## config.mk

```make
export PLATFORM = sky130hd
export DESIGN_NAME = rf_write_scheduler_flat
export DESIGN_NICKNAME = d
export VERILOG_FILES = /design/src/rtl/rf_write_scheduler_if.sv /design/src/rtl/rf_write_scheduler.sv /design/src/flat_wrapper.sv
export SDC_FILE = /design/constraint.sdc
export NUM_CORES = 1
export LEC_CHECK = 0
export ABC_CLOCK_PERIOD_IN_PS = 5000
export BUFFER_PORTS_ARGS = -buffer_cell sky130_fd_sc_hd__buf_4
export CAP_MARGIN = 0
export CORE_ASPECT_RATIO = 0.8
export CORE_MARGIN = 10
export CORE_UTILIZATION = 50
export DETAILED_ROUTE_END_ITERATION = 10
export PLACE_DENSITY = 0.76
export SLEW_MARGIN = 10
export SYNTH_ARGS = -nofsm -noshare
export SYNTH_HDL_FRONTEND = slang
export SYNTH_SLANG_ARGS = --single-unit
```

## constraint.sdc

```tcl
create_clock -name iClk -period 5 [get_ports iClk]
set_input_delay 0.75 -clock iClk [delete_from_list [all_inputs] [get_ports iClk]]
set_output_delay 0.75 -clock iClk [all_outputs]
set_load 0.01 [all_outputs]
```

## src/rtl/rf_write_scheduler_if.sv

```systemverilog
// rf_write_scheduler_if: bundles the pipeline writeback request, the long-unit
// result handshake, the decode issue/hazard check and the register-file write port.
//   master : the surrounding core (drives requests, receives grants/hazard/write port)
//   slave  : the scheduler itself
interface rf_write_scheduler_if #(
    parameter int unsigned DATA_WIDTH    = 32,
    parameter int unsigned ADDRESS_WIDTH = 5
);
    // pipeline writeback request
    logic                     iPipeValid;
    logic [ADDRESS_WIDTH-1:0] iPipeAddr;
    logic [DATA_WIDTH-1:0]    iPipeData;
    // long-latency unit result
    logic                     iLongValid;
    logic [ADDRESS_WIDTH-1:0] iLongAddr;
    logic [DATA_WIDTH-1:0]    iLongData;
    logic                     oLongReady;
    // decode issue and hazard check
    logic                     iIssueValid;
    logic [ADDRESS_WIDTH-1:0] iIssueRd;
    logic [ADDRESS_WIDTH-1:0] iCheckRs1;
    logic [ADDRESS_WIDTH-1:0] iCheckRs2;
    logic [ADDRESS_WIDTH-1:0] iCheckRd;
    logic                     oHazard;
    logic                     oStallPipe;
    // register file write port
    logic                     oWriteEn;
    logic [ADDRESS_WIDTH-1:0] oWriteAddress;
    logic [DATA_WIDTH-1:0]    oWriteData;

    modport master (
        output iPipeValid, iPipeAddr, iPipeData,
        output iLongValid, iLongAddr, iLongData,
        input  oLongReady,
        output iIssueValid, iIssueRd, iCheckRs1, iCheckRs2, iCheckRd,
        input  oHazard, oStallPipe,
        input  oWriteEn, oWriteAddress, oWriteData
    );

    modport slave (
        input  iPipeValid, iPipeAddr, iPipeData,
        input  iLongValid, iLongAddr, iLongData,
        output oLongReady,
        input  iIssueValid, iIssueRd, iCheckRs1, iCheckRs2, iCheckRd,
        output oHazard, oStallPipe,
        output oWriteEn, oWriteAddress, oWriteData
    );
endinterface

```

## src/rtl/rf_write_scheduler.sv

```systemverilog
// rf_write_scheduler: shares the register file's single write port between the
// in-order pipeline writeback and a FIFO of long-latency results, and keeps a
// pending-write scoreboard so decode can stall on RAW/WAW hazards.
//   iClk, iRst : clock, synchronous active-high reset
//   bus        : rf_write_scheduler_if.slave (pipe request, long handshake,
//                issue/hazard check, register file write port)
module rf_write_scheduler #(
    parameter int unsigned DATA_WIDTH    = 32,
    parameter int unsigned ADDRESS_WIDTH = 5,
    parameter int unsigned FIFO_DEPTH    = 2,
    parameter int unsigned STARVE_LIMIT  = 4
) (
    input  logic                 iClk,
    input  logic                 iRst,
    rf_write_scheduler_if.slave  bus
);
    localparam int unsigned PTR_W    = $clog2(FIFO_DEPTH);
    localparam int unsigned CNT_W    = $clog2(FIFO_DEPTH) + 1;
    localparam int unsigned STV_W    = $clog2(STARVE_LIMIT) + 1;
    localparam int unsigned NUM_REGS = 1 << ADDRESS_WIDTH;

    logic [ADDRESS_WIDTH-1:0] fifo_addr [FIFO_DEPTH];
    logic [DATA_WIDTH-1:0]    fifo_data [FIFO_DEPTH];
    logic [PTR_W-1:0]         rd_ptr;
    logic [PTR_W-1:0]         wr_ptr;
    logic [CNT_W-1:0]         count;
    logic [NUM_REGS-1:0]      pending;
    logic [STV_W-1:0]         starve_cnt;
    logic                     stall_q;

    logic                     empty_c;
    logic                     full_c;
    logic                     pipe_win_c;
    logic                     pop_c;
    logic                     push_c;
    logic                     starve_inc_c;
    logic [ADDRESS_WIDTH-1:0] head_addr_c;
    logic                     wr_req_c;
    logic [ADDRESS_WIDTH-1:0] wr_addr_c;
    logic [DATA_WIDTH-1:0]    wr_data_c;
    logic [NUM_REGS-1:0]      pending_nxt_c;
    logic [STV_W-1:0]         starve_nxt_c;
    logic                     stall_nxt_c;

    // Arbitration: the pipeline wins unless it is being deferred for one cycle.
    always_comb begin
        empty_c      = (count == '0);
        full_c       = (count == CNT_W'(FIFO_DEPTH));
        pipe_win_c   = !stall_q && bus.iPipeValid;
        pop_c        = !pipe_win_c && !empty_c;
        push_c       = bus.iLongValid && !full_c && !iRst;
        starve_inc_c = pipe_win_c && !empty_c;
        head_addr_c  = fifo_addr[rd_ptr];
    end

    // Write port mux; x0 writes are dropped but still consume the request.
    always_comb begin
        wr_req_c  = 1'b0;
        wr_addr_c = '0;
        wr_data_c = '0;
        if (pipe_win_c) begin
            wr_req_c  = 1'b1;
            wr_addr_c = bus.iPipeAddr;
            wr_data_c = bus.iPipeData;
        end else if (pop_c) begin
            wr_req_c  = 1'b1;
            wr_addr_c = head_addr_c;
            wr_data_c = fifo_data[rd_ptr];
        end
    end

    assign bus.oWriteEn      = wr_req_c && (wr_addr_c != '0) && !iRst;
    assign bus.oWriteAddress = wr_addr_c;
    assign bus.oWriteData    = wr_data_c;
    assign bus.oLongReady    = !full_c && !iRst;
    assign bus.oStallPipe    = stall_q;
    assign bus.oHazard       = pending[bus.iCheckRs1] | pending[bus.iCheckRs2]
                             | pending[bus.iCheckRd];

    // Scoreboard update: a same-cycle issue overrides the commit clear.
    always_comb begin
        pending_nxt_c = pending;
        if (pop_c) begin
            pending_nxt_c[head_addr_c] = 1'b0;
        end
        if (bus.iIssueValid && (bus.iIssueRd != '0)) begin
            pending_nxt_c[bus.iIssueRd] = 1'b1;
        end
        pending_nxt_c[0] = 1'b0;
    end

    // Starvation tracking: stall the pipeline on the STARVE_LIMIT-th lost cycle.
    always_comb begin
        starve_nxt_c = starve_cnt;
        if (empty_c || pop_c) begin
            starve_nxt_c = '0;
        end else if (starve_inc_c && (starve_cnt != STV_W'(STARVE_LIMIT))) begin
            starve_nxt_c = starve_cnt + STV_W'(1);
        end
        stall_nxt_c = starve_inc_c && (starve_cnt == STV_W'(STARVE_LIMIT - 1));
    end

    // Control state.
    always_ff @(posedge iClk) begin
        if (iRst) begin
            rd_ptr     <= '0;
            wr_ptr     <= '0;
            count      <= '0;
            pending    <= '0;
            starve_cnt <= '0;
            stall_q    <= 1'b0;
        end else begin
            if (push_c) begin
                wr_ptr <= wr_ptr + PTR_W'(1);
            end
            if (pop_c) begin
                rd_ptr <= rd_ptr + PTR_W'(1);
            end
            case ({push_c, pop_c})
                2'b10:   count <= count + CNT_W'(1);
                2'b01:   count <= count - CNT_W'(1);
                default: count <= count;
            endcase
            pending    <= pending_nxt_c;
            starve_cnt <= starve_nxt_c;
            stall_q    <= stall_nxt_c;
        end
    end

    // FIFO storage needs no reset; occupancy is tracked by count.
    always_ff @(posedge iClk) begin
        if (push_c) begin
            fifo_addr[wr_ptr] <= bus.iLongAddr;
            fifo_data[wr_ptr] <= bus.iLongData;
        end
    end
endmodule
```

## src/flat_wrapper.sv

```systemverilog
// flat-port wrapper written by rule: the top's interface ports become plain ports
module rf_write_scheduler_flat 
#(
    parameter int unsigned DATA_WIDTH    = 32,
    parameter int unsigned ADDRESS_WIDTH = 5,
    parameter int unsigned FIFO_DEPTH    = 2,
    parameter int unsigned STARVE_LIMIT  = 4
)
  (iClk, iRst, bus_iPipeValid, bus_iPipeAddr, bus_iPipeData, bus_iLongValid, bus_iLongAddr, bus_iLongData, bus_oLongReady, bus_iIssueValid, bus_iIssueRd, bus_iCheckRs1, bus_iCheckRs2, bus_iCheckRd, bus_oHazard, bus_oStallPipe, bus_oWriteEn, bus_oWriteAddress, bus_oWriteData);
  rf_write_scheduler_if #(.DATA_WIDTH(DATA_WIDTH), .ADDRESS_WIDTH(ADDRESS_WIDTH)) bus_i ();
  input  logic iClk;
  input  logic iRst;
  input wire logic [$bits(bus_i.iPipeValid)-1:0] bus_iPipeValid;
  input wire logic [$bits(bus_i.iPipeAddr)-1:0] bus_iPipeAddr;
  input wire logic [$bits(bus_i.iPipeData)-1:0] bus_iPipeData;
  input wire logic [$bits(bus_i.iLongValid)-1:0] bus_iLongValid;
  input wire logic [$bits(bus_i.iLongAddr)-1:0] bus_iLongAddr;
  input wire logic [$bits(bus_i.iLongData)-1:0] bus_iLongData;
  output wire logic [$bits(bus_i.oLongReady)-1:0] bus_oLongReady;
  input wire logic [$bits(bus_i.iIssueValid)-1:0] bus_iIssueValid;
  input wire logic [$bits(bus_i.iIssueRd)-1:0] bus_iIssueRd;
  input wire logic [$bits(bus_i.iCheckRs1)-1:0] bus_iCheckRs1;
  input wire logic [$bits(bus_i.iCheckRs2)-1:0] bus_iCheckRs2;
  input wire logic [$bits(bus_i.iCheckRd)-1:0] bus_iCheckRd;
  output wire logic [$bits(bus_i.oHazard)-1:0] bus_oHazard;
  output wire logic [$bits(bus_i.oStallPipe)-1:0] bus_oStallPipe;
  output wire logic [$bits(bus_i.oWriteEn)-1:0] bus_oWriteEn;
  output wire logic [$bits(bus_i.oWriteAddress)-1:0] bus_oWriteAddress;
  output wire logic [$bits(bus_i.oWriteData)-1:0] bus_oWriteData;
  assign bus_i.iPipeValid = bus_iPipeValid;
  assign bus_i.iPipeAddr = bus_iPipeAddr;
  assign bus_i.iPipeData = bus_iPipeData;
  assign bus_i.iLongValid = bus_iLongValid;
  assign bus_i.iLongAddr = bus_iLongAddr;
  assign bus_i.iLongData = bus_iLongData;
  assign bus_oLongReady = bus_i.oLongReady;
  assign bus_i.iIssueValid = bus_iIssueValid;
  assign bus_i.iIssueRd = bus_iIssueRd;
  assign bus_i.iCheckRs1 = bus_iCheckRs1;
  assign bus_i.iCheckRs2 = bus_iCheckRs2;
  assign bus_i.iCheckRd = bus_iCheckRd;
  assign bus_oHazard = bus_i.oHazard;
  assign bus_oStallPipe = bus_i.oStallPipe;
  assign bus_oWriteEn = bus_i.oWriteEn;
  assign bus_oWriteAddress = bus_i.oWriteAddress;
  assign bus_oWriteData = bus_i.oWriteData;
  rf_write_scheduler #(.DATA_WIDTH(DATA_WIDTH), .ADDRESS_WIDTH(ADDRESS_WIDTH), .FIFO_DEPTH(FIFO_DEPTH), .STARVE_LIMIT(STARVE_LIMIT)) u_core (.iClk(iClk), .iRst(iRst), .bus(bus_i));
endmodule
```

==> run_results.csv <==
group,metric,value,unit
status,status,"finished clean",
worst_setup_path,reg2reg_slack,2.76,ns
grt,grt_pass1_vias,4613,
yosys,syn_area,5630,µm²
worst_setup_path,rr_worst_depth,4,
worst_setup_path,cp.arrival,2.57,ns
timing,fin_skew,0.00896,ns
yosys,synth_edf_count,74,
worst_setup_path,crit_path_max_incr_delay,0.65,ns
yosys,syn_nets,615,
power_and_ir_drop,p_per_area,398,nW/µm²
yosys,synthTopCellsByArea,"edfxtp_1 (40%), dfxtp_1 (14%), mux2i_1 (7.7%)",
clock_network,cts_htree_levels,4,
yosys,synth_top_cell_area_share,39.5,%
detailed_routing,ant_nets,0,
detailed_routing,route.detailed.drc,0,
timing,timing.setup.tns,0,ns
detailed_routing,vias,4597,
clock_network,cts_buffers,17,
final_layout,layout-drive-gt1-share,30.7,%
grt,grt_pass1_wl,24.4,mm
power_and_ir_drop,pwr-share-comb,20.6,%
worst_setup_path,end_kind,"primary output",
worst_setup_path,cp_max_fo,28,
timing,hold_viol,0,
timing,tightest_slew,1.10,ns
power_and_ir_drop,power.leakage,2.76,nW
detailed_routing,drtIter0Drc,422,
final_layout,layout.area.seq,3020,µm²
timing,drv_slew,0,
floorplan,fp.dieW,139,µm
flow_run,maxCapViolCount,0,
worst_setup_path,critPathTopFamily,"buffers and inverters",
floorplan,die_y,115,µm
worst_hold_path,hold_class,"reg2reg",
worst_setup_path,crit_type,"reg2out",
yosys,synthArstFlopShare,0,%
floorplan,start_util,51.5,%
timing,setup_viol,0,
timing,relSlewSlack,26.8,%
clock_network,insertion_delay,0.41,ns
yosys,syn_area_per_cell,11.0,µm²
worst_setup_path,path_cells,"buf_4, mux2i_1, o21ai_0, nor2_1, a221oi_1, buf_4",
yosys,yosysUniqueCellTypes,52,
worst_setup_path,r2r_start,"u_core.count[0]$_SDFFE_PP0P_",
floorplan,io_pins,140,
final_layout,utilization,67.1,%
final_layout,n_antenna_cell,0,
grt,antenna_found_initial,0,
yosys,ys.flop_type,"edfxtp_1",
clock_network,clock_path_buffers,2,
power_and_ir_drop,clkPwrFrac,40.9,%
placement,place_congestion,0.958,
yosys,yosys.area.top_type,"edfxtp_1",
power_and_ir_drop,max-vdd-ir-drop,0.299,mV
yosys,seq_area_frac_synth,53.7,%
timing,fin_crit_sh,66.3,%
clock_network,tritoncts,"done",
yosys,yosys_register_bits,114,
worst_setup_path,cpMostUsedCell,"buf_4",
placement,dp_hpwl,11.7,mm
worst_setup_path,endpoint,"bus_oWriteEn",
yosys,yosysWarnings,0,
floorplan,core-area,10900,µm²
detailed_routing,wirelength,15.5,mm
worst_setup_path,critPathSlowestCell,"dfxtp_2",
grt,overflow,0,
final_layout,multi_input_area,2440,µm²
timing,rsz0062_at_grt,"no",
worst_setup_path,crit_buf_inv,2,
final_layout,fin_nets,748,
yosys,synth_cells,512,
power_and_ir_drop,switchingPower,0.832,mW
grt,grt_usage,19.1,%
power_and_ir_drop,cell_internal_pwr,2.09,mW
detailed_routing,avgRoutedWirePerCell,19.3,µm
placement,io_buffer_count,139,
grt,grt_max_degree,40,
clock_network,cts_sinks,114,
detailed_routing,drt_first_pass_iters,5,
timing,period_needed,3.32,ns
clock_network,clk_pin_slew,0.06,ns
worst_setup_path,cp_num_cells,6,
final_layout,nFillCells,817,
clock_network,hold_buffers,0,
worst_setup_path,reg2reg_to,"u_core.fifo_addr[0][4]$_DFFE_PP_",
detailed_routing,avgViaCountPerCell,5.73,
clock_network,cts_root_buffer,"clkbuf_16",
power_and_ir_drop,seqPwrFrac,38.5,%
worst_setup_path,startpoint_type,"flip-flop",
timing,fmax,302,MHz
floorplan,core.rowCount,34,
power_and_ir_drop,swShare,28.5,%
worst_setup_path,cp.required,4.25,ns
clock_network,postCtsSetupRepairBufs,0,
final_layout,area_delta_synth_final,30.4,%
floorplan,die-area,15900,µm²
clock_network,cts_resized,0,
==> worst register-to-register path, stage by stage (launching register included) <==
cell and delay (ns):
dfxtp_1 0.49, inv_1 0.07, a21oi_1 0.23, nand2_1 0.19, nor2_4 0.85
==> stage by stage <==
stage / setup slack [ns] / instances / power (mW) / instance area (µm²) / hold WS [ns]
final: 1.68 / 802 / 2.92 / 7340 / 0.516
after global routing: 1.49 / 802 / 3.04 / 7340 / 0.503
after CTS: 1.61 / 802 / 2.93 / 7330 / 0.505
after detailed placement: 1.88 / 770 / 1.74 / 6730 / 0.497
after global placement: 1.99 / 770 / 1.73 / 6730 / 0.472
after floorplan: 1.81 / 512 / 1.49 / 5630 / 0.460
==> synthesized netlist by cell type (2+ instances only) <==
master / count
nand3_1: 9
buf_6: 4
mux2_2: 9
nor2_1: 21
buf_4: 2
o22ai_1: 2
nor3b_1: 2
nand2_1: 85
inv_1: 9
xor2_1: 2
mux2i_1: 43
xnor2_1: 3
o2111ai_1: 3
a21oi_1: 37
buf_1: 3
a2111oi_0: 3
nor3_1: 5
ha_1: 4
dfxtp_1: 40
nor2b_1: 11
and3_1: 2
or3_1: 3
clkbuf_1: 11
mux4_1: 4
o21ai_1: 13
nand2b_1: 6
nand3b_1: 4
nor4b_1: 2
mux4_2: 9
o21ai_0: 58
mux2_4: 2
buf_2: 6
a221oi_1: 3
edfxtp_1: 74
==> cell usage in the layout (no fill, tap or decap), drive strengths merged, types with 3 or more instances in the layout <==
master and n:
nand3b 4, clkinvlp 3, xnor2 3, nor2 21
edfxtp 74, a2111oi 4, mux2i 44, nand3 9
a21oi 37, nand2b 6, dfxtp 40, ha 4
a221oi 4, nor2b 11, inv 17, mux2 12
clkinv 3, o2111ai 3, mux4 13, nand2 85
o21ai 71, or3 3, buf 141, nor3 5
clkbuf 17
==> flip-flops by register name (all words and copies together), names as in the netlist, named ones only <==
register	flops
u_core.count	2
u_core.wr_ptr	1
u_core.fifo_data	64
u_core.fifo_addr	10
u_core.pending	31
u_core.rd_ptr	1
u_core.bus.oStallPipe	1
u_core.starve_cnt	3
==> layer usage <==
metal | global-route usage (%) | routed length (µm) | up-vias
met1 | 23.0 | 6380 | 2198
li1 | - | - | 2169
met4 | 6.87 | 246 | 0
met3 | 6.43 | 1320 | 23
met5 | 0 | 0 | -
met2 | 31.5 | 7550 | 207
==> worst min path at each step <==
| stage | from | to | slack (ns) | cells past startpoint |
|---|---|---|---|---|
| floorplan | u_core.starve_cnt[1]$_SDFFE_PP0P_ | u_core.starve_cnt[1]$_SDFFE_PP0P_ | 0.46 | 2 |
| global placement | u_core.starve_cnt[1]$_SDFFE_PP0P_ | u_core.starve_cnt[1]$_SDFFE_PP0P_ | 0.47 | 2 |
| detailed placement | u_core.rd_ptr$_SDFFE_PP0P_ | u_core.rd_ptr$_SDFFE_PP0P_ | 0.50 | 2 |
| CTS | bus_iLongData[20] | u_core.fifo_data[1][20]$_DFFE_PP_ | 0.50 | 1 |
| global route | bus_iLongData[0] | u_core.fifo_data[1][0]$_DFFE_PP_ | 0.50 | 1 |
| finish | u_core.starve_cnt[1]$_SDFFE_PP0P_ | u_core.starve_cnt[1]$_SDFFE_PP0P_ | 0.52 | 2 |
==> power by group through the flow <==
stage | sequential (mW) | combinational (mW) | clock (mW)
floorplan | 1.11 | 0.383 | 0
global placement | 1.14 | 0.590 | 0
detailed placement | 1.14 | 0.599 | 0
CTS | 1.12 | 0.603 | 1.21
global route | 1.13 | 0.653 | 1.25
finish | 1.12 | 0.600 | 1.19
==> cells by family (layout without fill, tap and decap cells) <==
logic type / Yosys count / count (layout) / synth area share, %
buffers and inverters: 37 / 183 / 3.29
AND/OR/NAND/NOR: 153 / 153 / 12.3
XOR/XNOR: 5 / 5 / 0.779
AO/OA/AOI/OAI: 130 / 130 / 13.1
adder cells (fa/ha/maj): 4 / 4 / 0.890
multiplexers: 69 / 69 / 15.9
flip-flops: 114 / 114 / 53.7
==> cell type report <==
type	instances	area share (%)
Clock buffer	17	5.80
Multi-Input combinational cell	361	33.3
Timing Repair Buffer	141	14.4
Tap cell	144	2.46
Inverter	10	0.512
Sequential cell	114	41.2
Clock inverter	15	2.32
Note: power is estimated with default switching activity, not from simulation.
